## config.mk

```make
export PLATFORM = sky130hd
export DESIGN_NAME = rr_arbiter_hold_flat
export DESIGN_NICKNAME = d
export VERILOG_FILES = /design/src/rtl/rr_arbiter_hold_if.sv /design/src/rtl/rr_arbiter_hold.sv /design/src/flat_wrapper.sv
export SDC_FILE = /design/constraint.sdc
export NUM_CORES = 1
export LEC_CHECK = 0
export BUFFER_PORTS_ARGS = -buffer_cell sky130_fd_sc_hd__buf_2
export CORE_UTILIZATION = 52
export CTS_CLUSTER_DIAMETER = 60
export DETAILED_ROUTE_END_ITERATION = 10
export HOLD_SLACK_MARGIN = 0.06
export PLACE_DENSITY = 0.76
export RECOVER_POWER = 100
export SYNTH_ARGS = -nofsm -noshare
export SYNTH_HDL_FRONTEND = slang
export SYNTH_SLANG_ARGS = --single-unit
```

## constraint.sdc

```tcl
create_clock -name clk -period 2.98 [get_ports clk]
set_input_delay 0.447 -clock clk [delete_from_list [all_inputs] [get_ports clk]]
set_output_delay 0.447 -clock clk [all_outputs]
set_load 0.1 [all_outputs]
```

## src/rtl/rr_arbiter_hold_if.sv

```systemverilog
// Request/grant bundle between requesters and the round-robin arbiter.
interface rr_arbiter_hold_if #(
    parameter int N_REQ = 4
);
    localparam int W_ID = (N_REQ > 2) ? $clog2(N_REQ) : 1;

    logic [N_REQ-1:0] req;
    logic             done;
    logic [N_REQ-1:0] gnt;
    logic             gnt_valid;
    logic [W_ID-1:0]  gnt_id;

    modport master (output req, output done, input gnt, input gnt_valid, input gnt_id);
    modport slave  (input req, input done, output gnt, output gnt_valid, output gnt_id);
endinterface

```

## src/rtl/rr_arbiter_hold.sv

```systemverilog
// Registered round-robin arbiter; a grant is held until done, request drop,
// or an optional hold limit expires while others are waiting.
module rr_arbiter_hold #(
    parameter int N_REQ    = 4,
    parameter int HOLD_MAX = 0
) (
    input  logic               clk,
    input  logic               rst_n,
    rr_arbiter_hold_if.slave   bus
);
    // state   | meaning
    // IDLE    | no owner, gnt=0, arbitrate on any request
    // GRANTED | gnt frozen on owner until release, then re-arbitrate same cycle
    localparam int W_ID = (N_REQ > 2) ? $clog2(N_REQ) : 1;
    localparam int W_HC = (HOLD_MAX > 2) ? $clog2(HOLD_MAX) : 1;
    localparam logic [W_HC-1:0] HC_LIM = W_HC'((HOLD_MAX > 0) ? HOLD_MAX - 1 : 0);

    typedef enum logic {IDLE, GRANTED} state_t;

    state_t           state;
    logic [N_REQ-1:0] mask;
    logic [W_HC-1:0]  hold_cnt;
    logic [N_REQ-1:0] gnt_q;
    logic             gnt_valid_q;
    logic [W_ID-1:0]  gnt_id_q;

    logic [N_REQ-1:0] rel_mask;
    logic [N_REQ-1:0] arb_mask;
    logic [N_REQ-1:0] masked;
    logic [N_REQ-1:0] cand;
    logic [N_REQ-1:0] win;
    logic [W_ID-1:0]  win_id;
    logic             own_req;
    logic             others;
    logic             hold_hit;
    logic             release_now;

    assign bus.gnt       = gnt_q;
    assign bus.gnt_valid = gnt_valid_q;
    assign bus.gnt_id    = gnt_id_q;

    always_comb begin
        rel_mask = '0;
        for (int i = 0; i < N_REQ; i++) begin
            rel_mask[i] = (i > int'(gnt_id_q));
        end
        // Owner at the top bit leaves nothing above it: restart from bit 0.
        if (rel_mask == '0) begin
            rel_mask = '1;
        end

        own_req     = |(bus.req & gnt_q);
        others      = |(bus.req & ~gnt_q);
        hold_hit    = (HOLD_MAX != 0) && (hold_cnt == HC_LIM) && others;
        release_now = (state == GRANTED) && (bus.done || !own_req || hold_hit);

        arb_mask = release_now ? rel_mask : mask;
        masked   = bus.req & arb_mask;
        cand     = (|masked) ? masked : bus.req;

        win    = '0;
        win_id = '0;
        for (int i = N_REQ - 1; i >= 0; i--) begin
            if (cand[i]) begin
                win    = '0;
                win[i] = 1'b1;
                win_id = W_ID'(i);
            end
        end
    end

    always_ff @(posedge clk or negedge rst_n) begin
        if (!rst_n) begin
            state       <= IDLE;
            mask        <= '1;
            hold_cnt    <= '0;
            gnt_q       <= '0;
            gnt_valid_q <= 1'b0;
            gnt_id_q    <= '0;
        end else begin
            case (state)
                IDLE: begin
                    if (|bus.req) begin
                        gnt_q       <= win;
                        gnt_id_q    <= win_id;
                        gnt_valid_q <= 1'b1;
                        hold_cnt    <= '0;
                        state       <= GRANTED;
                    end
                end
                GRANTED: begin
                    if (release_now) begin
                        mask <= rel_mask;
                        if (|bus.req) begin
                            gnt_q       <= win;
                            gnt_id_q    <= win_id;
                            gnt_valid_q <= 1'b1;
                            hold_cnt    <= '0;
                        end else begin
                            gnt_q       <= '0;
                            gnt_id_q    <= '0;
                            gnt_valid_q <= 1'b0;
                            hold_cnt    <= '0;
                            state       <= IDLE;
                        end
                    end else if ((HOLD_MAX != 0) && (hold_cnt != HC_LIM)) begin
                        hold_cnt <= hold_cnt + 1'b1;
                    end
                end
                default: state <= IDLE;
            endcase
        end
    end
endmodule
```

## src/flat_wrapper.sv

```systemverilog
// flat-port wrapper written by rule: the top's interface ports become plain ports
module rr_arbiter_hold_flat 
#(
    parameter int N_REQ    = 4,
    parameter int HOLD_MAX = 0
)
  (clk, rst_n, bus_req, bus_done, bus_gnt, bus_gnt_valid, bus_gnt_id);
  rr_arbiter_hold_if #(.N_REQ(N_REQ)) bus_i ();
  input  logic clk;
  input  logic rst_n;
  input wire logic [$bits(bus_i.req)-1:0] bus_req;
  input wire logic [$bits(bus_i.done)-1:0] bus_done;
  output wire logic [$bits(bus_i.gnt)-1:0] bus_gnt;
  output wire logic [$bits(bus_i.gnt_valid)-1:0] bus_gnt_valid;
  output wire logic [$bits(bus_i.gnt_id)-1:0] bus_gnt_id;
  assign bus_i.req = bus_req;
  assign bus_i.done = bus_done;
  assign bus_gnt = bus_i.gnt;
  assign bus_gnt_valid = bus_i.gnt_valid;
  assign bus_gnt_id = bus_i.gnt_id;
  rr_arbiter_hold #(.N_REQ(N_REQ), .HOLD_MAX(HOLD_MAX)) u_core (.clk(clk), .rst_n(rst_n), .bus(bus_i));
endmodule
```

* Word level (Yosys, flattened, before mapping)
Cells that the tools add are included.
W data, S select, Z words.
** Word-level totals
- Flip-flop bits (word level) :: 12
- Bits of input ports :: 7
- Output and inout port bits :: 7
- Word-level logic and storage cells :: 46
** Operators by class
- Magnitude comparators :: 3
- Equality and inequality tests :: 2
- Muxes and demuxes :: 25
- Bitwise gates (word level) :: 3
- Reduce and logical (&&, ||, !) cells :: 8
** Operators by type and width (number)
- $mux W4 :: 10
- $mux W2 :: 7
- $reduce_or A4 Y1 :: 3
- $and A4 B4 Y4 :: 2
- $pmux W4 S2 :: 1
- $gt A2 B2 Y1 const A :: 2
- $mux W1 :: 4
- $pmux W1 S2 :: 2
- $pmux W2 S2 :: 1
- $logic_not A3 Y1 :: 1
- $gt A1 B2 Y1 const A :: 1
- $ne A2 B1 Y1 const B :: 1
- $ne A2 B2 Y1 const B :: 1
- $reduce_and A2 Y1 :: 1
- $logic_and A1 B1 Y1 :: 1
- $logic_not A1 Y1 :: 1
- $logic_or A1 B1 Y1 :: 1
- $not A1 Y1 :: 1

* Longest topological paths before layout
Gate-level depths: netlist of the first run.
- Word-level depth :: 16
- Mapped depth :: 9
- Depth with buffers taken out :: 9

* Worst setup path before layout of the first run
No wires, ideal clock.
- Path kind :: register to register
- Start point :: register u_core.gnt_id_q[0] (netlist: u_core.bus.gnt_id[0])
- End point :: register u_core.gnt_q[3] (netlist: u_core.bus.gnt[3])
- Library setup time :: 0.122 ns
- Arrival :: 2.642 ns
- Required time :: 2.858 ns
- Slack :: 0.216 ns
- Cell stages (with the launch flop) :: 10
- Buffers on the path :: 0
- Period minus slack after synthesis :: 2.764 ns
- Cells stage by stage :: dfrtp_1 inv_1 ha_1 a22oi_1 nor2_1 a2111oi_2 and3_1 o31a_1 nor2b_4 a22o_1
** Between the ends
- Cells in the longest elaborated chain, start to end :: 14
- Elaborated cells on any way between the ends :: 17
- Those cells by class :: order compare: 3; mux: 11; bitwise: 1; reduce/logical: 2
** RTL lines
- from (decl) :: RTL line rr_arbiter_hold.sv:25 : logic [W_ID-1:0] gnt_id_q;
- from (signal assigned) :: RTL line rr_arbiter_hold.sv:85 : gnt_id_q <= win_id;
- from (signal assigned) :: RTL line rr_arbiter_hold.sv:96 : gnt_id_q <= win_id;
- $gt A1 B2 Y1 / $gt A2 B2 Y1 (equally long branches) :: RTL line rr_arbiter_hold.sv:45 : rel_mask[i] = (i > int'(gnt_id_q));
- $logic_not A3 Y1 :: RTL line rr_arbiter_hold.sv:48 : if (rel_mask == '0) begin
- $mux W4 * :: RTL line rr_arbiter_hold.sv:48
- $mux W4 * :: RTL line rr_arbiter_hold.sv:57 : arb_mask = release_now ? rel_mask : mask;
- $and A4 B4 Y4 * :: RTL line rr_arbiter_hold.sv:58 : masked = bus.req & arb_mask;
- $reduce_or A4 Y1 :: RTL line rr_arbiter_hold.sv:59 : cand = (|masked) ? masked : bus.req;
- $mux W4 * :: RTL line rr_arbiter_hold.sv:59
- $mux W4 (3 in a row) :: RTL line rr_arbiter_hold.sv:64 : if (cand[i]) begin
- $mux W4 * :: RTL line rr_arbiter_hold.sv:64
- $mux W4 :: RTL line rr_arbiter_hold.sv:94 : if (|bus.req) begin
- $mux W4 :: RTL line rr_arbiter_hold.sv:92 : if (release_now) begin
- $pmux W4 S2 * :: RTL line rr_arbiter_hold.sv:81 : case (state)
- to (signal assigned) :: RTL line rr_arbiter_hold.sv:84 : gnt_q <= win;
- to (signal assigned) :: RTL line rr_arbiter_hold.sv:95 : gnt_q <= win;
- to (decl) :: RTL line rr_arbiter_hold.sv:23 : logic [N_REQ-1:0] gnt_q;
Mark *: on every way between the ends. The rest lies on a longest branch, timed or not. The select of a mux whose other input is x is not followed.
A chain may end at the register's enable or synchronous reset.

* Worst setup path after layout of the first run
- Start point :: input port bus_req[0]
- End point :: register u_core.gnt_q[3] (netlist: u_core.bus.gnt[3])
** Between the ends
- Cells in the longest elaborated chain, start to end :: 16
- Elaborated cells on any way between the ends :: 21
- Those cells by class :: eq/ne: 2; mux: 10; bitwise: 2; reduce/logical: 7
** RTL lines
- from (decl) :: RTL line flat_wrapper.sv:11 : input wire logic [$bits(bus_i.req)-1:0] bus_req;
- $and A4 B4 Y4 :: RTL line rr_arbiter_hold.sv:52 : own_req = |(bus.req & gnt_q);
- $reduce_or A4 Y1 :: RTL line rr_arbiter_hold.sv:52
- $logic_not A1 Y1 :: RTL line rr_arbiter_hold.sv:55 : release_now = (state == GRANTED) && (bus.done || !own_req || hold_hit);
- $logic_or A1 B1 Y1 :: RTL line rr_arbiter_hold.sv:55
- $logic_and A1 B1 Y1 :: RTL line rr_arbiter_hold.sv:55
- $mux W4 :: RTL line rr_arbiter_hold.sv:57
- $and A4 B4 Y4 :: RTL line rr_arbiter_hold.sv:58
- $reduce_or A4 Y1 :: RTL line rr_arbiter_hold.sv:59
- $mux W4 :: RTL line rr_arbiter_hold.sv:59
- $mux W4 (4 in a row) :: RTL line rr_arbiter_hold.sv:64
- $mux W4 :: RTL line rr_arbiter_hold.sv:94
- $mux W4 :: RTL line rr_arbiter_hold.sv:92
- $pmux W4 S2 :: RTL line rr_arbiter_hold.sv:81
Parallel ways exist; a longest one is shown, timed or not. The select of a mux whose other input is x is not followed.

==> results of run 1 <==
## final timing paths
kind,to,slack (ns),cells after the start
worst max-delay path,u_core.bus.gnt[3]$_DFFE_PN0P_,0.43,8
worst min-delay path,u_core.bus.gnt[1]$_DFFE_PN0P_,0.54,2
worst max register to register,u_core.bus.gnt[3]$_DFFE_PN0P_,0.50,7
worst min register to register,u_core.bus.gnt[1]$_DFFE_PN0P_,0.54,2
max in group asynchronous,u_core.bus.gnt_valid$_DFFE_PN0P_,1.84,2
min in group asynchronous,u_core.bus.gnt_id[1]$_DFFE_PN0P_,0.73,2
## per-stage QoR
| stage | cells | power (µW) | utilization (%) | hold slack [ns] |
|---|---|---|---|---|
| 6_report | 115 | 1090 | 64.7 | 0.539 |
| 5_1_grt | 115 | 1160 | 64.7 | 0.589 |
| 4_1_cts | 115 | 1130 | 67.2 | 0.518 |
| 3_5_place_dp | 110 | 991 | 63.8 | 0.337 |
| 3_3_place_gp | 110 | 983 | 63.8 | 0.335 |
| 2_1_floorplan | 85 | 859 | - | 0.151 |
## logic make-up after synthesis
logic type / after synthesis
DFF: 12
muxes: 2
buffers and inverters: 9
and+or+nand+nor: 24
AOI/OAI and AO/OA: 35
adders and majority gates: 3
## cell type report
type	count	area, µm²
flip-flops and latches	12	305
well taps	15	18.8
multi-input cells	64	438
clock buffers	4	36.3
inverters	6	22.5
fillers	135	482
repair buffers	14	63.8
## registers in the layout, summed over array words and instances, names as in the netlist
name,count
u_core.state,1
u_core.bus.gnt_valid,1
u_core.bus.gnt,4
u_core.bus.gnt_id,2
u_core.mask,4
## cell usage in the layout (no fill, tap or decap), types with 3 or more instances in the layout
| cell | instances |
|---|---|
| o21ai_0 | 10 |
| dfstp_2 | 4 |
| nor2_1 | 3 |
| dfrtp_1 | 8 |
| ha_1 | 3 |
| nand2_1 | 6 |
| clkbuf_1 | 9 |
| clkbuf_4 | 3 |
| inv_1 | 6 |
| nand2b_1 | 3 |
| buf_2 | 4 |
| nand3_1 | 3 |
| a21oi_1 | 3 |
| a22oi_1 | 5 |
## per-layer routing
layer  vias up  wire length [µm]  track usage, %
met2        27               823            42.2
met3         8               103            6.52
met1       354               854            36.5
li1        345                 -               -
met5         -                 0               0
met4         0                50            14.5
## repair_timing
item                                   4_1_cts  5_1_grt
endpoints found under the hold margin        8        0
setup buffers                                0        0
hold buffers                                 1        0
gates resized for setup                      0        0
## critical path, stage by stage
cell      delay, ns
clkbuf_1       0.25
a22oi_2        0.17
and2_0         0.26
o21ai_0        0.53
mux2_2         0.42
o21ai_0        0.33
nor2b_4        0.23
a22o_1         0.13
## power by group
| part | internal (µW) | leakage, µW | switching, µW | total, µW |
|---|---|---|---|---|
| logic | 187 | 0.000229 | 469 | 655 |
| registers | 242 | 0.000136 | 59.1 | 302 |
| clock network | 74.3 | 0.0000210 | 58.1 | 132 |
==> impl_results.md, run 1 <==
* Status: complete, no violations
* Vias at 734
* Buffers on Ports at 13
* Fmax at roughly 0.39 GHz
* Power Density at between 1000 and 1500 nW/µm²
* Iter 0 DRT Violations at 21
* Critical R2R Launch: u_core.bus.gnt[2]$_DFFE_PN0P_
* PnR worst setup slack at about 0.43 ns
* CP Capture Type: flop
* GPL Wtd Cong at between 0.8 and 0.9
* Vias per cell at 6.38
* RSZ-0062 raised after global routing: false
* Gate Count Post-Synth at 85
* Crit share post-route at between 80% and 90%
* Post-route cell area at a little under 900 µm²
* Clk sinks at 12
* Setup TNS at 0 ns
* Final-stage net count at ~110
* Arr. time, crit path at between 2 and 3 ns
* DP Worst Slack at ~0.64 ns
* CP Launch Point: bus_req[0]
* Setup violators final at 0
* Seq cells post-synth at 12
* Layout area overhead at 10.3%
* Ratio of cells with drive above 1 in the final layout at between 15 and 20%
* CTS tree: done
* Pin count of the biggest net entering global routing at 14
* Top_reg_cell synth: dfrtp_1
* Final WL at 1830 µm
* Syn avg cell area at 9.44 µm²
* Clock Tree Buf Depth at 2
* Top-area cell type share of the netlist area at 25.0%
* Post-synth EDFFs at 0
* HP Start: u_core.bus.gnt[1]$_DFFE_PN0P_
* Compound-Gate Fraction of Synth Area at 32.6%
* Clk Latency, worst-skew pair at around 0.27 ns
* Register area share after synthesis at between 30% and 40%
* Post-DP HPWL at ~1400 µm
* Yosys cell types at 37
* Initial Utilization at about three fifths
* First-pass GRT wire length at roughly 3000 µm
* TritonCTS buffer count at 3
* Row count at 13
* Setup CP Type: in -> reg
* Maxcap violations at 0
* Synth top area cells: dfrtp_1 25%, dfstp_2 13%, o21ai_0 5.0%
* I/O pins at 14
* CP Launch Type: input pin
* Async set or reset register ratio after synthesis at between 90% and 100%
* Post-synth top area cell: dfrtp_1
* Syn Nets at 95
* Period minus WS final at 2.55 ns
* CTS H-Tree Depth at 1
* Post-synthesis mux area share at under 10%
* Crit path max fanout at 7
* Congestion Overflow GR at 0
* DIE AREA at around 1700 µm²
* VDD IR max at 806 µV
* Post-synth top cells: 8 x dfrtp_1, 8 x o21ai_0, 6 x inv_1, 6 x nand2_1
* Rel. slew slack at approximately 23%
* Wire length per cell at ~16 µm
* Vias in the first global route at 660
* Area after DPL at between 800 and 900 µm²
* Final hold vios at 0
* Drt drc at 0
* Antenna viol nets, final at 0
* Antenna diode count at 0
* Core area at between 1000 and 1500 µm²
* Hold Crit Class: reg -> reg
* Post-Synth XOR/XNOR Area at 0%
* Initial antenna violation count at 0
* Least-Margin Pin Slew at roughly 1.2 ns
* Clock slew at reported path FFs at ~0.08 ns
* Ys Warns at 0
* Clock skew at 0.000248 ns
* Die W at 41.3 µm
* Post-synthesis simple-gate area fraction at ~17%
* Worst path required time at 3.20 ns
* Mapped cell area at approximately 800 µm²
* All-Layer GR Usage at 27.9%
* Final Max Slew Viols at 0
* Largest family of logic cells by synthesized area: compound AO/OA/AOI/OAI gates
* Adder-Cell Fraction of Synth Area at 4.68%
* Root Buffer: clkbuf_4
* Leak at about 0.00039 µW
* Chip Height at 41.3 µm
* Drt pass-1 iters at 4
No activity file was read; power rests on OpenSTA's default activity.
==> run 2: changes to the inputs <==
--- a/config.mk
+++ b/config.mk
@@ -6,11 +6,12 @@
 export NUM_CORES = 1
 export LEC_CHECK = 0
 export BUFFER_PORTS_ARGS = -buffer_cell sky130_fd_sc_hd__buf_2
-export CORE_UTILIZATION = 52
+export CORE_UTILIZATION = 56
+export CTS_BUF_LIST = sky130_fd_sc_hd__clkbuf_8
 export CTS_CLUSTER_DIAMETER = 60
 export DETAILED_ROUTE_END_ITERATION = 10
 export HOLD_SLACK_MARGIN = 0.06
-export PLACE_DENSITY = 0.76
+export PLACE_DENSITY = 0.81
 export RECOVER_POWER = 100
 export SYNTH_ARGS = -nofsm -noshare
 export SYNTH_HDL_FRONTEND = slang
==> run 2 against run 1 <==
  * Highest routed layer unchanged
  * Maximum frequency fell by 0.13%
  * Combinational power barely moved
  * Largest cell class unchanged
  * Worst setup slack worse by 0.0033 ns
==> impl_results.md, run 2 (same netlist as run 1, synthesis figures left out) <==
* Status: complete, no violations
* Fillers at 101
* Post-cts gate resize count at 0
* GPL Wtd Cong at around 0.9
* Arr. time, crit path at approximately 2.7 ns
* Core area at 1320 µm²
* Antenna diode count at 0
* R2R setup slack at 0.46 ns
* Congestion Overflow GR at 0
* Layout area overhead at 11.4%
* Cts-stage hold buffer count at 0
* Crit path max fanout at 7
* TritonCTS buffer count at 3
* Buffers on Ports at 13
* All-Layer GR Usage at between 20% and 30%
* Final WL at between 1500 and 2000 µm
* Worst Reg-to-Reg Cells at 7
* Clock skew at 0.00340 ns
* Ratio of cells with drive above 1 in the final layout at ~16%
* Most frequent cells in the layout: 9 x o21ai_0, 9 x clkbuf_1, 8 x dfrtp_1
* Worst r2r dst: u_core.bus.gnt[2]$_DFFE_PN0P_
* RSZ-0062 raised after global routing: false
* Final hold vios at 0
* Top sig layer: met4
* Drt drc at 0
* Crit share post-route at between 80% and 90%
* Setup TNS at 0 ns
* CTS tree: done
* CP Launch Type: input pin
* Met3 Wirelength at between 80 and 90 µm
* Post-CTS Setup Bufs at 0
* Maxcap violations at 0
* Clock slew at reported path FFs at roughly 0.050 ns
* Wire length per cell at 15.8 µm
* Vias per cell at roughly 6.4
* Critical R2R Launch: u_core.bus.gnt[0]$_DFFE_PN0P_
* Worst path required time at 3.16 ns
* PnR worst setup slack at around 0.43 ns
* Power Density at around 1300 nW/µm²
* Clk Latency, worst-skew pair at roughly 0.25 ns
* Row count at 13
* Rel. slew slack at between 20% and 30%
* Iter 0 DRT Violations at 56
* Initial Utilization at around three fifths
* Critical Path, Cell by Cell: clkbuf_1 > a22oi_1 > and2_0 > o21ai_0 > mux2_1 > o31a_1 > nor2b_4 > a22o_1
* Least-Margin Pin Slew at approximately 1.2 ns
* Crit-path leading delay family: compound AO/OA/AOI/OAI gates
* WL met2 at between 900 and 1000 µm
* Root Buffer: clkbuf_8
* Buf/Inv on CP at 1
* Leak at ~0.00039 µW
* CTS H-Tree Depth at 1
* Die W at approximately 40 µm
* Final-stage net count at 110
* Chip Height at ~40 µm
* Vias at 735
* Post-DP HPWL at 1370 µm
* Vias in the first global route at 625
* Initial antenna violation count at 0
* Pin count of the biggest net entering global routing at 14
* Post-route cell area at between 800 and 900 µm²
* DIE AREA at roughly 1600 µm²
* Period minus WS final at 2.55 ns
* Antenna viol nets, final at 0
* Setup violators final at 0
* Fmax at ~0.39 GHz
* Met1 WL at ~800 µm
* I/O pins at 14
* VDD IR max at between 1000 and 1500 µV
* Hold Crit Class: in -> async
* DP Worst Slack at just over 0.7 ns
* CP Capture Type: flop
* First-pass GRT wire length at approximately 2900 µm
* Area after DPL at 872 µm²
* Drt pass-1 iters at 4
* Clk sinks at 12
* Final Max Slew Viols at 0
* Clock Tree Buf Depth at 2
* Setup CP Type: in -> reg
* Worst stage delay on the critical path at roughly 0.51 ns
* Fin util at about two thirds
* Critical-path top delay cell: o21ai_0
-- run 2: worst max path at each step --
stage                                               end  slack (ns)                        startpoint  cells after the start
after floorplan           u_core.bus.gnt[3]$_DFFE_PN0P_        0.22  u_core.bus.gnt_id[0]$_DFFE_PN0P_                      9
after global placement    u_core.bus.gnt[3]$_DFFE_PN0P_        0.76  u_core.bus.gnt_id[0]$_DFFE_PN0P_                      9
after detailed placement  u_core.bus.gnt[3]$_DFFE_PN0P_        0.71  u_core.bus.gnt_id[0]$_DFFE_PN0P_                      9
after CTS                 u_core.bus.gnt[3]$_DFFE_PN0P_        0.68  u_core.bus.gnt_id[0]$_DFFE_PN0P_                      9
after global routing      u_core.bus.gnt[3]$_DFFE_PN0P_        0.28                        bus_req[0]                      8
final                     u_core.bus.gnt[2]$_DFFE_PN0P_        0.43                        bus_req[0]                      8
-- run 2: area by class of cell --
| cell class | instances | area, µm² | share of cell area (%) |
|---|---|---|---|
| clock buffers | 4 | 55.1 | 6.16 |
| inverters | 6 | 22.5 | 2.52 |
| multi-input cells | 64 | 438 | 49.0 |
| flip-flops and latches | 12 | 305 | 34.2 |
| well taps | 15 | 18.8 | 2.10 |
| repair buffers | 13 | 53.8 | 6.02 |
-- run 2: through the flow --
stage / power [µW] / hold slack [ns] / std cells
floorplan: 859 / 0.151 / 85
global placement: 978 / 0.333 / 110
detailed placement: 990 / 0.340 / 110
CTS: 1180 / 0.0787 / 114
global route: 1200 / 0.261 / 114
finish: 1140 / 0.195 / 114
-- run 2: per-layer routing --
metal,up-vias,GRT usage (%)
li1,345,-
met1,360,34.6
met2,25,48.0
met3,5,6.82
met4,0,12.9
met5,-,0
-- run 2: power by group --
part	switching [µW]	internal (µW)	total [µW]
combinational	472	186	658
sequential	56.5	243	299
clock	62.0	117	179
total	590	546	1140
==> run 3: changes to the inputs <==
--- a/config.mk
+++ b/config.mk
@@ -5,11 +5,13 @@
 export SDC_FILE = /design/constraint.sdc
 export NUM_CORES = 1
 export LEC_CHECK = 0
+export ABC_AREA = 1
 export BUFFER_PORTS_ARGS = -buffer_cell sky130_fd_sc_hd__buf_2
 export CORE_UTILIZATION = 56
 export CTS_BUF_LIST = sky130_fd_sc_hd__clkbuf_8
 export CTS_CLUSTER_DIAMETER = 60
 export DETAILED_ROUTE_END_ITERATION = 10
+export GPL_ROUTABILITY_DRIVEN = 0
 export HOLD_SLACK_MARGIN = 0.06
 export PLACE_DENSITY = 0.81
 export RECOVER_POWER = 100
==> run 3 against run 2 <==
  * Non-clock buffer count is the same
  * Die area down 3.7%
  * Clock-buffer cell count did not move
  * Sequential power decreased by 4%
  * Global-route usage decreased by 2.8 points
  * Clock power about the same
  * Register-to-register slack better by 0.39 ns
  * Critical endpoint is now u_core.bus.gnt_id[0]$_DFFE_PN0P_
  * Utilization decreased by 0.62 points
  * Worst setup slack improved by 0.42 ns
  * Synthesized cell count increased by 18%
  * Power shrank 1.9%
  * Area after synthesis shrank 3.9%
==> impl_results.md, run 3 <==
* Die W at slightly below 40 µm
* Final WL at between 1500 and 2000 µm
* Setup CP Type: reg -> reg
* Post-route cell area at roughly 860 µm²
* Pin count of the biggest net entering global routing at 13
* Stages on worst setup path at 11
* Clk sinks at 12
* Core area at between 1000 and 1500 µm²
* Initial Utilization at 60.0%
* Most common cell in the netlist: nand2_1
* Clock power frac at between 10% and 20%
* Largest family of logic cells by synthesized area: simple AND/OR/NAND/NOR gates
* R2R setup slack at roughly 0.85 ns
* Syn Nets at 110
* CTS H-Tree Depth at 1
* Crit share post-route at approximately 70%
* Post-cts gate resize count at 0
* Post-DP HPWL at between 1000 and 1500 µm
* Clock Tree Buf Depth at 2
* Flop pwr share at 25.8%
* Antenna viol nets, final at 0
* Top-area cell type share of the netlist area at between 20% and 30%
* Rel. slew slack at approximately 23%
* Final-stage net count at between 100 and 150
* Drt drc at 0
* First-pass GRT wire length at 2590 µm
* Seq cells post-synth at 12
* Hold Crit Class: in -> async
* Psw at roughly 620 µW
* Worst stage delay on the critical path at roughly 0.40 ns
* Synth top area cells: dfrtp_1 26%, nand2_1 15%, dfstp_2 14%
* Post-synthesis mux area share at 0%
* Antenna diode count at 0
* Worst Setup EP: u_core.bus.gnt_id[0]$_DFFE_PN0P_
* CP Launch Type: flop
* Vias at ~690
* I/O pins at 14
* Post-synthesis simple-gate area fraction at between 40% and 50%
* Syn avg cell area at slightly below 8 µm²
* Adder-Cell Fraction of Synth Area at around 5%
* All-Layer GR Usage at between 20% and 30%
* Iter 0 DRT Violations at 26
* Critical-path top delay cell: dfrtp_1
* Row count at 13
* Crit path max fanout at 6
* Most frequent cells in the layout: 35 x nand2_1, 20 x inv_1, 9 x clkbuf_1
* Post-synth EDFFs at 0
* CP Capture Type: flop
* Power Density at roughly 1300 nW/µm²
* Maxcap violations at 0
* Fillers at roughly 120
* RSZ-0062 raised after global routing: false
* Fmax at roughly 0.47 GHz
* Chip Height at ~39 µm
* Top cell by count, worst path: nand2_1
* Setup TNS at 0 ns
* Clock skew at 0.00101 ns
* DIE AREA at ~1500 µm²
* VDD IR max at approximately 790 µV
* Period minus WS final at roughly 2.1 ns
* Critical R2R Launch: u_core.bus.gnt[0]$_DFFE_PN0P_
* Async set or reset register ratio after synthesis at between 90% and 100%
* Initial antenna violation count at 0
* Vias per cell at roughly 5.2
* Arr. time, crit path at 2.31 ns
* PnR worst setup slack at 0.848 ns
* Post-CTS Setup Bufs at 0
* Compound-Gate Fraction of Synth Area at under 10%
* Post-synth top cells: 31 x nand2_1, 20 x inv_1, 8 x dfrtp_1, 8 x nand2_2
* Logic pwr share at between 50% and 60%
* Status: complete, no violations
* Congestion Overflow GR at 0
* Crit-path leading delay family: simple AND/OR/NAND/NOR gates
* Ys Warns at 0
* Final hold vios at 0
* Worst path required time at approximately 3.2 ns
* Cts-stage hold buffer count at 0
* Buffers on Ports at 13
* Post-synth top area cell: dfrtp_1
* DP Worst Slack at 1.04 ns
* CP Launch Point: u_core.bus.gnt[0]$_DFFE_PN0P_
* Vias in the first global route at approximately 600
* Most common cell after layout, fill and taps aside: nand2_1
* Int Pwr at between 400 and 500 µW
* Drt pass-1 iters at 4
* Worst Reg-to-Reg Cells at 11
* Post-Synth XOR/XNOR Area at 0%
* CTS tree: done
* Final Max Slew Viols at 0
* Layout area overhead at 12.0%
* Buf/Inv on CP at 0
* Least-Margin Pin Slew at ~1.2 ns
* Gate Count Post-Synth at 100
* Clk Latency, worst-skew pair at approximately 0.24 ns
* Clock slew at reported path FFs at approximately 0.050 ns
* Mapped cell area at around 770 µm²
* Top_reg_cell synth: dfrtp_1
* Worst r2r dst: u_core.bus.gnt_id[0]$_DFFE_PN0P_
* Yosys cell types at 17
* Sw frac at about 56%
* Area after DPL at around 850 µm²
* Ratio of cells with drive above 1 in the final layout at between 10% and 20%
* Register area share after synthesis at about two fifths
* Critical Path, Cell by Cell: nand2_1 > nand2_1 > o21ai_4 > nand2_1 > nand2_1 > nand3_1 > nand2_1 > nor2_1 > o21ai_0 > nand3_2 > nand3_1
* Wire length per cell at between 10 and 15 µm
* Root Buffer: clkbuf_8
* TritonCTS buffer count at 3
* Leak at roughly 0.00050 µW
* Setup violators final at 0
==> run 3: changes by cell type after synthesis, moves of 3 or more <==
cell and change:
nand2_2 +8, a21oi_1 -3, a22oi_1 -4, nand2b_1 -3, nand3_2 +6, nand3_1 +3, nand2_1 +25, inv_1 +14
o21ai_0 -5
==> run 3: metal layers <==
layer / routed length [µm] / track usage (%)
met5: 0 / 0
met4: 25 / 12.9
met3: 79 / 5.20
met2: 830 / 44.2
met1: 701 / 30.8
==> run 3: cells by family (layout without fill, tap and decap cells) <==
kind of cell               count (synthesis)  in the layout
and+or+nand+nor                           59             59
buffers and inverters                     20             37
DFF                                       12             12
AOI/OAI and AO/OA                          6              6
adders and majority gates                  3              3
==> run 3: power groups by stage <==
stage / sequential, µW / clock, µW / combinational (µW)
4_1_cts: 287 / 180 / 694
5_1_grt: 296 / 188 / 702
3_3_place_gp: 286 / 0 / 677
3_5_place_dp: 289 / 0 / 688
6_report: 288 / 179 / 648
2_1_floorplan: 549 / 0 / 314
==> run 3: how the worst min path moves through the flow <==
stage,startpoint,end,slack (ns)
5_1_grt,rst_n,u_core.state$_DFF_PN0_,0.26
3_5_place_dp,rst_n,u_core.state$_DFF_PN0_,0.33
4_1_cts,rst_n,u_core.state$_DFF_PN0_,0.08
6_report,rst_n,u_core.state$_DFF_PN0_,0.19
3_3_place_gp,rst_n,u_core.bus.gnt_valid$_DFFE_PN0P_,0.33
2_1_floorplan,rst_n,u_core.bus.gnt[0]$_DFFE_PN0P_,0.15
==> run 3: worst reg2reg max path, delay by kind of cell, from the launching register on <==
family             cells  cell delay, ns
and+or+nand+nor        9            1.14
AOI/OAI and AO/OA      2            0.54
DFF                    1            0.40
==> run 3: area by class of cell <==
type	instances	area, µm²	share of cell area (%)
sequential	12	305	35.4
clock buffer	4	55.1	6.38
inverter	20	75.1	8.70
timing repair buffer	13	53.8	6.23
tap	15	18.8	2.17
multi-input combinational	68	355	41.2
==> run 3: through the flow <==
stage               util (%)  hold WS (ns)  instances  power, µW
detailed placement      66.5         0.335        128        977
global route            67.2         0.257        132       1190
CTS                     70.8        0.0791        132       1160
global placement        66.5         0.334        128        964
floorplan                  -         0.151        100        862
finish                  67.2         0.191        132       1110
